$ cat src/rtl/rc4_seq_ctrl.sv
// Sequencer around an RC4 cipher core: loads the key, streams a message through encryption
// and decryption, and checks the round trip. Optional watchdog: define RC4_SEQ_CTRL_WATCHDOG_EN.
module rc4_seq_ctrl #(
    parameter int DATA_W = 8
) (
    input  logic              clk,
    input  logic              rst,
    input  logic              cfg_we,
    input  logic [6:0]        cfg_addr,
    input  logic [DATA_W-1:0] cfg_wdata,
    input  logic [6:0]        msg_len,
    input  logic              start,
    output logic              busy,
    output logic              done,
    output logic              pass,
    output logic              err,
    output logic              core_rst,
    output logic              key_valid,
    output logic [DATA_W-1:0] key_in,
    input  logic              plain_read,
    output logic              plain_in_valid,
    output logic [DATA_W-1:0] plain_in,
    input  logic              cipher_write,
    input  logic [DATA_W-1:0] cipher_out,
    input  logic              cipher_read,
    output logic              cipher_in_valid,
    output logic [DATA_W-1:0] cipher_in,
    input  logic              plain_write,
    input  logic [DATA_W-1:0] plain_out,
    input  logic              core_done
);

    typedef enum logic [2:0] {IDLE, CRST, KEY, RUN, FIN} state_t;

    state_t            state;
    logic [6:0]        len;
    logic [6:0]        pptr;
    logic [6:0]        cwptr;
    logic [6:0]        crptr;
    logic [6:0]        optr;
    logic [5:0]        kcnt;
    logic              mismatch;
    logic [DATA_W-1:0] key_mem [32];
    logic [DATA_W-1:0] msg_mem [64];
    logic [DATA_W-1:0] cbuf    [64];

    logic [6:0] len_sat;
    logic       cap_cipher;
    logic [5:0] msg_idx;

    assign len_sat    = (msg_len > 7'd64) ? 7'd64 : msg_len;
    assign cap_cipher = (state == RUN) && cipher_write && (cwptr < 7'd64);
    // Addresses 32..95 map to msg 0..63; subtracting 32 modulo 64 just flips bit 5.
    assign msg_idx    = {~cfg_addr[5], cfg_addr[4:0]};

    assign plain_in_valid  = (state == RUN) && (pptr < len);
    assign plain_in        = plain_in_valid ? msg_mem[pptr[5:0]] : '0;
    assign cipher_in_valid = (state == RUN) && (pptr == len) && (crptr < cwptr);
    assign cipher_in       = cipher_in_valid ? cbuf[crptr[5:0]] : '0;

    // Buffer storage carries no reset; contents persist across runs.
    always_ff @(posedge clk) begin
        if (cfg_we && (state == IDLE)) begin
            if (cfg_addr < 7'd32)
                key_mem[cfg_addr[4:0]] <= cfg_wdata;
            else if (cfg_addr < 7'd96)
                msg_mem[msg_idx] <= cfg_wdata;
        end
        if (cap_cipher)
            cbuf[cwptr[5:0]] <= cipher_out;
    end

`ifdef RC4_SEQ_CTRL_WATCHDOG_EN
    logic [11:0] wd_cnt;
    logic        err_r;
    logic        wd_expire;

    assign err       = err_r;
    // Expires on the edge where the count of busy cycles reaches 4095.
    assign wd_expire = busy && (wd_cnt == 12'd4094);
`else
    assign err = 1'b0;
`endif

    always_ff @(posedge clk) begin
        if (rst) begin
            state     <= IDLE;
            busy      <= 1'b0;
            done      <= 1'b0;
            pass      <= 1'b0;
            core_rst  <= 1'b0;
            key_valid <= 1'b0;
            key_in    <= '0;
            len       <= '0;
            pptr      <= '0;
            cwptr     <= '0;
            crptr     <= '0;
            optr      <= '0;
            kcnt      <= '0;
            mismatch  <= 1'b0;
`ifdef RC4_SEQ_CTRL_WATCHDOG_EN
            wd_cnt    <= '0;
            err_r     <= 1'b0;
`endif
        end else begin
            case (state)
                IDLE: begin
                    if (start) begin
                        len      <= len_sat;
                        pptr     <= '0;
                        cwptr    <= '0;
                        crptr    <= '0;
                        optr     <= '0;
                        mismatch <= 1'b0;
                        done     <= 1'b0;
                        pass     <= 1'b0;
                        busy     <= 1'b1;
                        core_rst <= 1'b1;
                        state    <= CRST;
`ifdef RC4_SEQ_CTRL_WATCHDOG_EN
                        wd_cnt   <= '0;
                        err_r    <= 1'b0;
`endif
                    end
                end
                CRST: begin
                    core_rst  <= 1'b0;
                    key_valid <= 1'b1;
                    key_in    <= '0;
                    kcnt      <= '0;
                    state     <= KEY;
                end
                KEY: begin
                    // One leading zero byte, then key[0..31].
                    if (kcnt == 6'd32) begin
                        key_valid <= 1'b0;
                        key_in    <= '0;
                        state     <= RUN;
                    end else begin
                        key_in <= key_mem[kcnt[4:0]];
                        kcnt   <= kcnt + 6'd1;
                    end
                end
                RUN: begin
                    if (plain_read && plain_in_valid)
                        pptr <= pptr + 7'd1;
                    if (cap_cipher)
                        cwptr <= cwptr + 7'd1;
                    if (cipher_read && cipher_in_valid)
                        crptr <= crptr + 7'd1;
                    if (plain_write) begin
                        if (optr < len) begin
                            if (plain_out != msg_mem[optr[5:0]])
                                mismatch <= 1'b1;
                            optr <= optr + 7'd1;
                        end else begin
                            mismatch <= 1'b1;
                        end
                    end
                    if (core_done)
                        state <= FIN;
                end
                FIN: begin
                    done  <= 1'b1;
                    pass  <= !mismatch && (optr == len) && (cwptr == len);
                    busy  <= 1'b0;
                    state <= IDLE;
                end
                default: state <= IDLE;
            endcase
`ifdef RC4_SEQ_CTRL_WATCHDOG_EN
            if (busy)
                wd_cnt <= wd_cnt + 12'd1;
            // A completing run (core_done in RUN, or already in FIN) takes priority over expiry.
            if (wd_expire && (state != FIN) && !((state == RUN) && core_done)) begin
                state     <= IDLE;
                busy      <= 1'b0;
                done      <= 1'b1;
                pass      <= 1'b0;
                err_r     <= 1'b1;
                core_rst  <= 1'b0;
                key_valid <= 1'b0;
                key_in    <= '0;
            end
`endif
        end
    end

endmodule
$ cat config.mk
export PLATFORM = sky130hd
export DESIGN_NAME = rc4_seq_ctrl
export DESIGN_NICKNAME = d
export VERILOG_FILES = /design/src/rtl/rc4_seq_ctrl.sv
export SDC_FILE = /design/constraint.sdc
export NUM_CORES = 1
export LEC_CHECK = 0
export CORE_ASPECT_RATIO = 0.75
export CORE_MARGIN = 2
export CORE_UTILIZATION = 30
export CTS_CLUSTER_SIZE = 12
export DETAILED_ROUTE_END_ITERATION = 6
export GPL_ROUTABILITY_DRIVEN = 0
export GPL_TIMING_DRIVEN = 1
export MAX_ROUTING_LAYER = met4
export SYNTH_ARGS = -nofsm -noshare
export SYNTH_HDL_FRONTEND = slang
export SYNTH_SLANG_ARGS = --single-unit
$ cat constraint.sdc
create_clock -name clk -period 3.3 [get_ports clk]
set_clock_uncertainty 0.1 [all_clocks]
set_input_delay 0.66 -clock clk [delete_from_list [all_inputs] [get_ports clk]]
set_output_delay 0.66 -clock clk [all_outputs]
set_load 0.02 [all_outputs]
==> impl_metrics.json, run 1 <==
{
  "run_status": "finished, violations left",
  "violations": "negative setup slack",
  "drive_gt1_share_pct": 37.8,
  "synth_nets": 2900,
  "pwr-share-comb_pct": 2.7,
  "core-area_mm2": 0.191,
  "max_stage_delay_ns": 0.58,
  "portBuffers": 77,
  "top_usage_layer": "met1",
  "dpl.hpwl_um": 109000,
  "hold_violations": 0,
  "wl_per_cell_um": 26.8,
  "holdWs_ns": 0.171,
  "critPathLaunchType": "flop",
  "p_int_mw": 28.5,
  "yosys_warnings": 0,
  "grt_start_max_net_pins": 97,
  "slowest_stage": "mux4_2",
  "pre_cts_ws_ns": -0.663,
  "drc_errors": 0,
  "worstPathCellList": "buf_12 -> buf_16 -> buf_6 -> mux4_2 -> mux4_2 -> mux4_2 -> and3_4 -> buf_6",
  "insertion_delay_ns": 0.77,
  "viasPerCell": 5.20,
  "synthFlopType": "edfxtp_1",
  "fin_ws_ns": -1.03,
  "clockRootBuffer": "clkbuf_16",
  "fin_crit_ns": 4.33,
  "worstHoldStart": "cipher_out[7]",
  "grt_pass1_vias": 30905,
  "cts.clk_slew.worst_paths_ns": 0.06,
  "clkPwrFrac_pct": 44.7,
  "routed_wl_um": 161000,
  "rsz0062_at_grt": "yes",
  "die-area_mm2": 0.195,
  "pwr-share-seq_pct": 52.6,
  "power_density_mw_per_mm2": 514,
  "fmaxAchievable_mhz": 231,
  "hold_path.class": "input port to flop",
  "irDropWorstVdd_mv": 0.508,
  "drv_slew": 0,
  "p_leak_nw": 21.7,
  "rows": 139,
  "crit_path_frequent_cell": "mux4_2",
  "arrival_ns": 3.57,
  "h-tree-depth": 4,
  "drv_cap": 0,
  "synth_top_cell_by_area": "edfxtp_1",
  "synth_top_area_share_pct": 66.8,
  "synthToLayoutAreaGrowth_pct": 21.9,
  "synth-edff-count": 1280,
  "met1_usage_pct": 24.0,
  "dr_total_vias": 31253,
  "final_cell_mix": "edfxtp_1, mux4_2, buf_4",
  "synth-seq-cells": 1361,
  "synthArstFlopShare_pct": 0,
  "cts.sinks": 1361,
  "grtUsageMet3_pct": 5.45,
  "netSwitchingPower_mw": 7.56,
  "grt_first_pass_wirelength_um": 228000,
  "hold_depth": 1,
  "ys_types": 71,
  "rr_worst_depth": 11,
  "swShare_pct": 21.0,
  "r2r_setup_slack_ns": -0.06,
  "cp_num_buf_inv": 4,
  "grt_overflow": 0,
  "fin_crit_sh_pct": 131,
  "ios": 79,
  "holdPathEnd": "cbuf[7][7]",
  "antenna_found_initial": 17,
  "fp.dieW_um": 510,
  "r2r-end": "mismatch",
  "grtUsageTotal_pct": 16.8,
  "synth.area.top_cells": "edfxtp_1, mux4_2, dfxtp_1",
  "drtAntennaViolNets": 0,
  "ys_seq_area_share_pct": 69.6,
  "grt_use_met2_pct": 22.8,
  "setup_viol_count_final": 18,
  "tightest_slew_ns": 1.25,
  "finalNetCount": 3424,
  "finalPower_mw": 36.0,
  "critPathMaxFanout": 6,
  "fin_setup_tns_ns": -15.90,
  "required_ns": 2.54,
  "clockBufferDepth": 3,
  "final_common_cell": "edfxtp_1",
  "die_height_um": 383,
  "cts_tree": "done",
  "critPathCaptureType": "output pin",
  "cts_buffers": 149,
  "initial_utilization_pct": 30.1,
  "syn_inst": 2826,
  "slew_headroom_pct": 16.7,
  "dr.pass1.iters": 6,
  "cpLargestDelayFamily": "multiplexers",
  "path_class": "flop to output pin",
  "syn_area_mm2": 0.0575,
  "drtIter0Drc": 4224,
  "synth_area_per_cell_um2": 20.4
}
-- layout make-up --
| cell class | count | area, um^2 |
|---|---|---|
| multi-input combinational | 1267 | 16700 |
| sequential | 1361 | 40100 |
| inverter | 26 | 97.6 |
| antenna | 9 | 22.5 |
| timing repair buffer | 545 | 5330 |
| fill | 17404 | 121000 |
| clock buffer | 187 | 3900 |
| clock inverter | 73 | 832 |
| tap | 2538 | 3180 |
-- state kept, by name (all words and copies together), names as in the netlist, 3 cells and up, named ones only --
signal	cells
state	3
pptr	7
key_mem	256
msg_mem	512
key_in	8
cbuf	512
optr	7
crptr	7
cwptr	7
len	7
kcnt	6
-- how the worst max path moves through the flow --
stage	end	slack [ns]	cells after the start
5_1_grt	plain_in[1]	-1.09	8
3_3_place_gp	plain_in[2]	-0.66	6
6_report	plain_in[1]	-1.03	8
2_1_floorplan	plain_in[2]	0.02	6
3_5_place_dp	plain_in[2]	-0.66	6
4_1_cts	plain_in[5]	-1.12	9
-- routing by layer --
layer / up-vias / part of all wire (%)
li1: 12942 / -
met1: 16631 / 44
met2: 1462 / 43
met3: 218 / 11
met4: 0 / 2.3
met5: - / 0
-- power by group through the flow --
stage	combinational (mW)	sequential, mW	clock [mW]
after global placement	0.905	19.3	0
after global routing	1.04	18.9	17.2
after floorplan	0.331	19.3	0
after CTS	0.972	18.9	16.5
after detailed placement	0.927	19.3	0
final	0.972	18.9	16.1
-- cell usage after synthesis, types with 23 or more instances --
cell / number
nand3_1: 33
inv_1: 25
nor2_1: 232
clkbuf_1: 79
a22oi_1: 24
mux2i_1: 35
mux4_2: 511
ha_1: 27
a21oi_1: 39
nand2_1: 78
and3_1: 23
edfxtp_1: 1280
buf_2: 39
dfxtp_1: 81
-- timing repair --
item / in CTS / in global routing
pin swaps: 23 / 20
resized for setup: 172 / 51
setup endpoints to repair: 19 / 19
setup buffers: 30 / 32
hold endpoints to repair: 1 / 0
cloned: 8 / 1
hold buffers: 1 / 0
-- logic make-up after synthesis --
family / after synthesis / synth area share (%)
other: 1 / 0.00652
multiplexers: 572 / 21.6
AO/OA/AOI/OAI: 164 / 1.99
buffers and inverters: 198 / 1.93
adder cells (fa/ha/maj): 27 / 0.587
AND/OR/NAND/NOR: 469 / 3.72
flip-flops: 1361 / 69.6
XOR/XNOR: 34 / 0.517
-- stage by stage --
| step | instances | instance area (um^2) | util, % |
|---|---|---|---|
| 2_1_floorplan | 2826 | 57500 | - |
| 3_3_place_gp | 5672 | 64200 | 33.6 |
| 3_5_place_dp | 5672 | 64200 | 33.6 |
| 4_1_cts | 5970 | 69800 | 36.5 |
| 5_1_grt | 6004 | 70100 | 36.7 |
| 6_report | 6006 | 70100 | 36.7 |
Note: power is estimated with default switching activity, not from simulation.
==> run 2, diff against run 1 <==
--- a/config.mk
+++ b/config.mk
@@ -6,13 +6,13 @@
 export NUM_CORES = 1
 export LEC_CHECK = 0
 export CORE_ASPECT_RATIO = 0.75
-export CORE_MARGIN = 2
 export CORE_UTILIZATION = 30
 export CTS_CLUSTER_SIZE = 12
 export DETAILED_ROUTE_END_ITERATION = 6
 export GPL_ROUTABILITY_DRIVEN = 0
 export GPL_TIMING_DRIVEN = 1
 export MAX_ROUTING_LAYER = met4
+export PLACE_DENSITY = 0.52
 export SYNTH_ARGS = -nofsm -noshare
 export SYNTH_HDL_FRONTEND = slang
 export SYNTH_SLANG_ARGS = --single-unit
==> run 2 against run 1 <==
Against the previous run:
- the run still ends with negative setup slack left
- combinational power down 2.8%
- clock power hardly changed
- routed wire length increased by 6.6%
- sequential cell count is the same
- die area down 0.91%
- non-clock buffer count rose by 35
- final cell count increased by 0.30%
- worst setup slack better by 0.0061 ns
- cell area up 0.30%
- worst hold slack better by 0.084 ns
- critical path type unchanged
- largest power group unchanged
==> impl_metrics.json, run 2 (synthesis gave the netlist of run 1 again) <==
{
  "fin_crit_ns": 4.32,
  "h-tree-depth": 4,
  "setup_viol_count_final": 17,
  "cts.sinks": 1361,
  "dr_total_vias": 31177,
  "pwr-share-seq_pct": 52.8,
  "drv_slew": 0,
  "grt_use_met2_pct": 25.0,
  "cts.clk_slew.worst_paths_ns": 0.06,
  "rsz0062_at_grt": "yes",
  "dpl.hpwl_um": 116000,
  "hold_violations": 0,
  "initial_utilization_pct": 30.4,
  "finalNetCount": 3456,
  "final_common_cell": "edfxtp_1",
  "p_leak_nw": 21.8,
  "final_cell_mix": "edfxtp_1, mux4_2, buf_4",
  "clockRootBuffer": "clkbuf_16",
  "grt_first_pass_wirelength_um": 242000,
  "power_density_mw_per_mm2": 510,
  "pwr-share-comb_pct": 2.6,
  "fin_util_pct": 37.1,
  "portBuffers": 77,
  "drive_gt1_share_pct": 37.8,
  "finalInstanceArea_mm2": 0.0703,
  "grt_start_max_net_pins": 97,
  "die-area_mm2": 0.194,
  "core-area_mm2": 0.190,
  "grt_pass1_vias": 30920,
  "cts_buffers": 146,
  "hold_buffers": 0,
  "cts_tree": "done",
  "critPathLaunchType": "flop",
  "clockBufferDepth": 3,
  "rows": 138,
  "fp.dieW_um": 508,
  "run_status": "finished, violations left",
  "fillers": 17366,
  "slew_headroom_pct": 20.6,
  "insertion_delay_ns": 0.81,
  "fmaxAchievable_mhz": 231,
  "irDropWorstVdd_mv": 0.426,
  "p_int_mw": 28.1,
  "drtAntennaViolNets": 0,
  "routed_wl_um": 171000,
  "grt_overflow": 0,
  "die_height_um": 381,
  "arrival_ns": 3.56,
  "placed_cell_area_mm2": 0.0645,
  "grtUsageTotal_pct": 18.3,
  "fin_ws_ns": -1.02,
  "dr.pass1.iters": 5,
  "swShare_pct": 21.7,
  "top_usage_layer": "met1",
  "hold_depth": 1,
  "drtIter0Drc": 3671,
  "tightest_slew_ns": 1.19,
  "critPathCaptureType": "output pin",
  "required_ns": 2.54,
  "drv_cap": 0,
  "drc_errors": 0,
  "path_class": "flop to output pin",
  "holdWs_ns": 0.255,
  "ios": 79,
  "hold_path.class": "input port to flop",
  "antenna_found_initial": 16,
  "grtUsageMet3_pct": 6.24,
  "fin_crit_sh_pct": 131,
  "synthToLayoutAreaGrowth_pct": 22.2,
  "violations": "negative setup slack",
  "netSwitchingPower_mw": 7.78,
  "critPathMaxFanout": 7,
  "met1_usage_pct": 25.9,
  "wl_per_cell_um": 28.5,
  "viasPerCell": 5.18,
  "clkPwrFrac_pct": 44.6,
  "rr_worst_depth": 12
}
run 2: cell types whose count changed in the layout (fill, tap and decap cells not counted), sizes merged, moves of 2 or more:
cell and delta:
buf +33, bufinv -4, clkbuf +19, clkinv -7, clkinvlp -2, inv -3
run 2: timing repair:
item                                    CTS  global route
resized for setup                       193            22
pin swaps                                25            11
setup buffers                            45            20
endpoints found under the setup margin   19            19
cloned                                    8             2
run 2: cell type report:
type | count | area (um^2) | area share (%)
multi-input cells | 1267 | 16600 | 23.6
well taps | 2520 | 3150 | 4.48
flip-flops and latches | 1361 | 40100 | 57.0
clock buffers | 205 | 3920 | 5.57
clock inverters | 57 | 731 | 1.04
repair buffers | 580 | 5730 | 8.15
diodes | 8 | 20.0 | 0.0285
inverters | 26 | 97.6 | 0.139
run 2: per-layer routing:
metal	part of all wire, %	routed length, um
met5	0	0
met4	2.0	3460
met3	10	17600
met2	43	73400
met1	45	77000
run 2: final timing paths:
kind,end,start,slack (ns)
max,cipher_in[1],flop,-1.02
min,msg_mem[46][2],cfg_wdata[2],0.25
max reg2reg,mismatch,flop,0.01
min reg2reg,len[6],len[6],0.38
run 2: metrics by stage:
step           setup WS (ns)  TNS (ns)  instances  total power [mW]
2_1_floorplan         0.0167         0       2826              19.6
3_3_place_gp          -0.653     -9.74       5685              20.2
3_5_place_dp          -0.625     -9.59       5685              20.2
4_1_cts                -1.11    -17.24       5999              36.3
5_1_grt                -1.11    -17.36       6021              37.0
6_report               -1.02    -16.01       6024              35.9
run 2: critical path, stage by stage (launching register included):
cell     delay (ns)
dfxtp_4        0.45
buf_12         0.19
buf_12         0.14
mux4_2         0.55
mux4_2         0.55
mux4_2         0.55
and3_4         0.18
buf_6          0.12
run 2: power groups by stage:
stage | logic, mW | clock network, mW | registers [mW]
2_1_floorplan | 0.331 | 0 | 19.3
3_3_place_gp | 0.903 | 0 | 19.3
3_5_place_dp | 0.917 | 0 | 19.3
4_1_cts | 0.955 | 16.4 | 18.9
5_1_grt | 1.01 | 17.0 | 18.9
6_report | 0.945 | 16.0 | 18.9
==> run 3, diff against run 2 <==
--- a/config.mk
+++ b/config.mk
@@ -13,6 +13,7 @@
 export GPL_TIMING_DRIVEN = 1
 export MAX_ROUTING_LAYER = met4
 export PLACE_DENSITY = 0.52
+export RECOVER_POWER = 50
 export SYNTH_ARGS = -nofsm -noshare
 export SYNTH_HDL_FRONTEND = slang
 export SYNTH_SLANG_ARGS = --single-unit
==> run 3 against run 2 <==
Against the previous run:
- the flow finishes with violations (max-capacitance violations, max-slew violations, negative setup slack)
- routed wire length up 0.13%
- count of clock-buffer cells in the layout unchanged
- worst setup slack about the same
- maximum frequency about the same
- critical path depth unchanged
==> impl_metrics.json, run 3 (synthesis gave the netlist of run 1 again) <==
{
  "run_status": "finished, violations left",
  "violations": "max-capacitance violations, max-slew violations, negative setup slack",
  "dpl.hpwl_um": 116000,
  "pwr-share-comb_pct": 2.6,
  "arrival_ns": 3.56,
  "p_int_mw": 28.1,
  "viasPerCell": 5.18,
  "fillers": 17391,
  "grtUsageTotal_pct": 18.3,
  "fin_crit_ns": 4.32,
  "path_class": "flop to output pin",
  "dr_total_vias": 31169,
  "fmaxAchievable_mhz": 231,
  "h-tree-depth": 4,
  "cts_tree": "done",
  "drc_errors": 0,
  "irDropWorstVdd_mv": 0.423,
  "grt_first_pass_wirelength_um": 242000,
  "swShare_pct": 21.6,
  "core-area_mm2": 0.190,
  "crit_path_frequent_cell": "mux4_2",
  "max_stage_delay_ns": 0.55,
  "initial_utilization_pct": 30.4,
  "critPathCaptureType": "output pin",
  "final_cells": 6022,
  "routed_wl_um": 172000,
  "drtAntennaViolNets": 0,
  "drtIter0Drc": 3714,
  "drv_cap": 18,
  "ios": 79,
  "final_common_cell": "edfxtp_1",
  "required_ns": 2.54,
  "cp_num_buf_inv": 3,
  "hold_buffers": 0,
  "fin_setup_tns_ns": -16.05,
  "grt_overflow": 0,
  "synthToLayoutAreaGrowth_pct": 21.9,
  "hold_path.class": "flop to flop",
  "fin_util_pct": 37.0,
  "tightest_slew_ns": 2.32,
  "grt_pass1_vias": 30920,
  "cts.sinks": 1361,
  "die_height_um": 381,
  "cpLargestDelayFamily": "multiplexers",
  "setup_viol_count_final": 17,
  "rows": 138,
  "die-area_mm2": 0.194,
  "worstPathCellList": "buf_12 -> buf_12 -> mux4_2 -> mux4_2 -> mux4_2 -> and3_4 -> buf_6",
  "clkPwrFrac_pct": 44.6,
  "hold_violations": 0,
  "power_density_mw_per_mm2": 511,
  "drive_gt1_share_pct": 37.0,
  "drv_slew": 896,
  "portBuffers": 77,
  "critPathLaunchType": "flop",
  "clockBufferDepth": 3,
  "slowest_stage": "mux4_2",
  "p_leak_nw": 21.6,
  "cts.clk_slew.worst_paths_ns": 0.07,
  "grt_start_max_net_pins": 97,
  "cts_buffers": 146,
  "fin_ws_ns": -1.02,
  "holdWs_ns": 0.384,
  "dpl.cell_count": 5685,
  "antenna_found_initial": 16,
  "placed_cell_area_mm2": 0.0645,
  "rsz0062_at_grt": "yes",
  "finalNetCount": 3456,
  "insertion_delay_ns": 0.81,
  "clockRootBuffer": "clkbuf_16",
  "fp.dieW_um": 508,
  "finalInstanceArea_mm2": 0.0702,
  "netSwitchingPower_mw": 7.76,
  "slew_headroom_pct": -54.9,
  "final_cell_mix": "edfxtp_1, mux4_2, buf_4",
  "fin_crit_sh_pct": 131,
  "wl_per_cell_um": 28.5,
  "pwr-share-seq_pct": 52.9,
  "critPathMaxFanout": 7,
  "dr.pass1.iters": 6
}
run 3: changes by cell type in the layout (fill, tap and decap cells not counted), moves of 2 or more:
cell | previous run | this run
buf_4 | 404 | 377
clkbuf_1 | 55 | 82
clkbuf_2 | 0 | 11
buf_2 | 10 | 3
buf_12 | 72 | 68
diode_2 | 8 | 6
run 3: metrics by stage:
step	worst slack [ns]	power, mW
finish	-1.02	35.9
global route	-1.11	37.0
CTS	-1.11	36.3
detailed placement	-0.625	20.2
global placement	-0.653	20.2
floorplan	0.0167	19.6
run 3: cell type report:
type / instances / area [um^2] / area share [%]
Antenna cell: 6 / 15.0 / 0.0214
Clock buffer: 205 / 3920 / 5.58
Clock inverter: 57 / 731 / 1.04
Inverter: 26 / 97.6 / 0.139
Multi-Input combinational cell: 1267 / 16600 / 23.6
Sequential cell: 1361 / 40100 / 57.1
Tap cell: 2520 / 3150 / 4.49
Timing Repair Buffer: 580 / 5570 / 7.94
run 3: timing repair:
item,in CTS,in global routing
endpoints found under the hold margin,0,0
setup endpoints to repair,19,19
resized for setup,193,22
setup buffers,45,20
cloned,8,2
pin swaps,25,11
run 3: routing by layer:
metal | up-vias | share of wire [%] | global-route usage [%]
met1 | 16675 | 45 | 25.9
met2 | 1277 | 43 | 25.0
li1 | 13010 | - | -
met5 | - | 0 | -
met3 | 207 | 10 | 6.24
met4 | 0 | 2.0 | 4.19
run 3: final timing paths:
path                            startpoint      endpoint  cells after the start  slack (ns)
worst max-delay path                  flop  cipher_in[1]                      7       -1.02
worst min-delay path                len[6]        len[6]                      2        0.38
worst min register to register      len[6]        len[6]                      2        0.38
worst max register to register        flop      mismatch                     12        0.02
run 3: power groups by stage:
stage | logic [mW] | clock network (mW) | registers [mW]
2_1_floorplan | 0.331 | 0 | 19.3
3_3_place_gp | 0.903 | 0 | 19.3
3_5_place_dp | 0.917 | 0 | 19.3
4_1_cts | 0.955 | 16.4 | 18.9
5_1_grt | 0.989 | 17.0 | 18.9
6_report | 0.924 | 16.0 | 19.0
run 3: worst reg2reg max path, delay by kind of cell (launching register included):
family / cells / cell delay [ns]
XOR/XNOR: 1 / 0.17
AND/OR/NAND/NOR: 3 / 0.84
AO/OA/AOI/OAI: 5 / 0.85
buffers and inverters: 3 / 0.75
flip-flops: 1 / 0.45
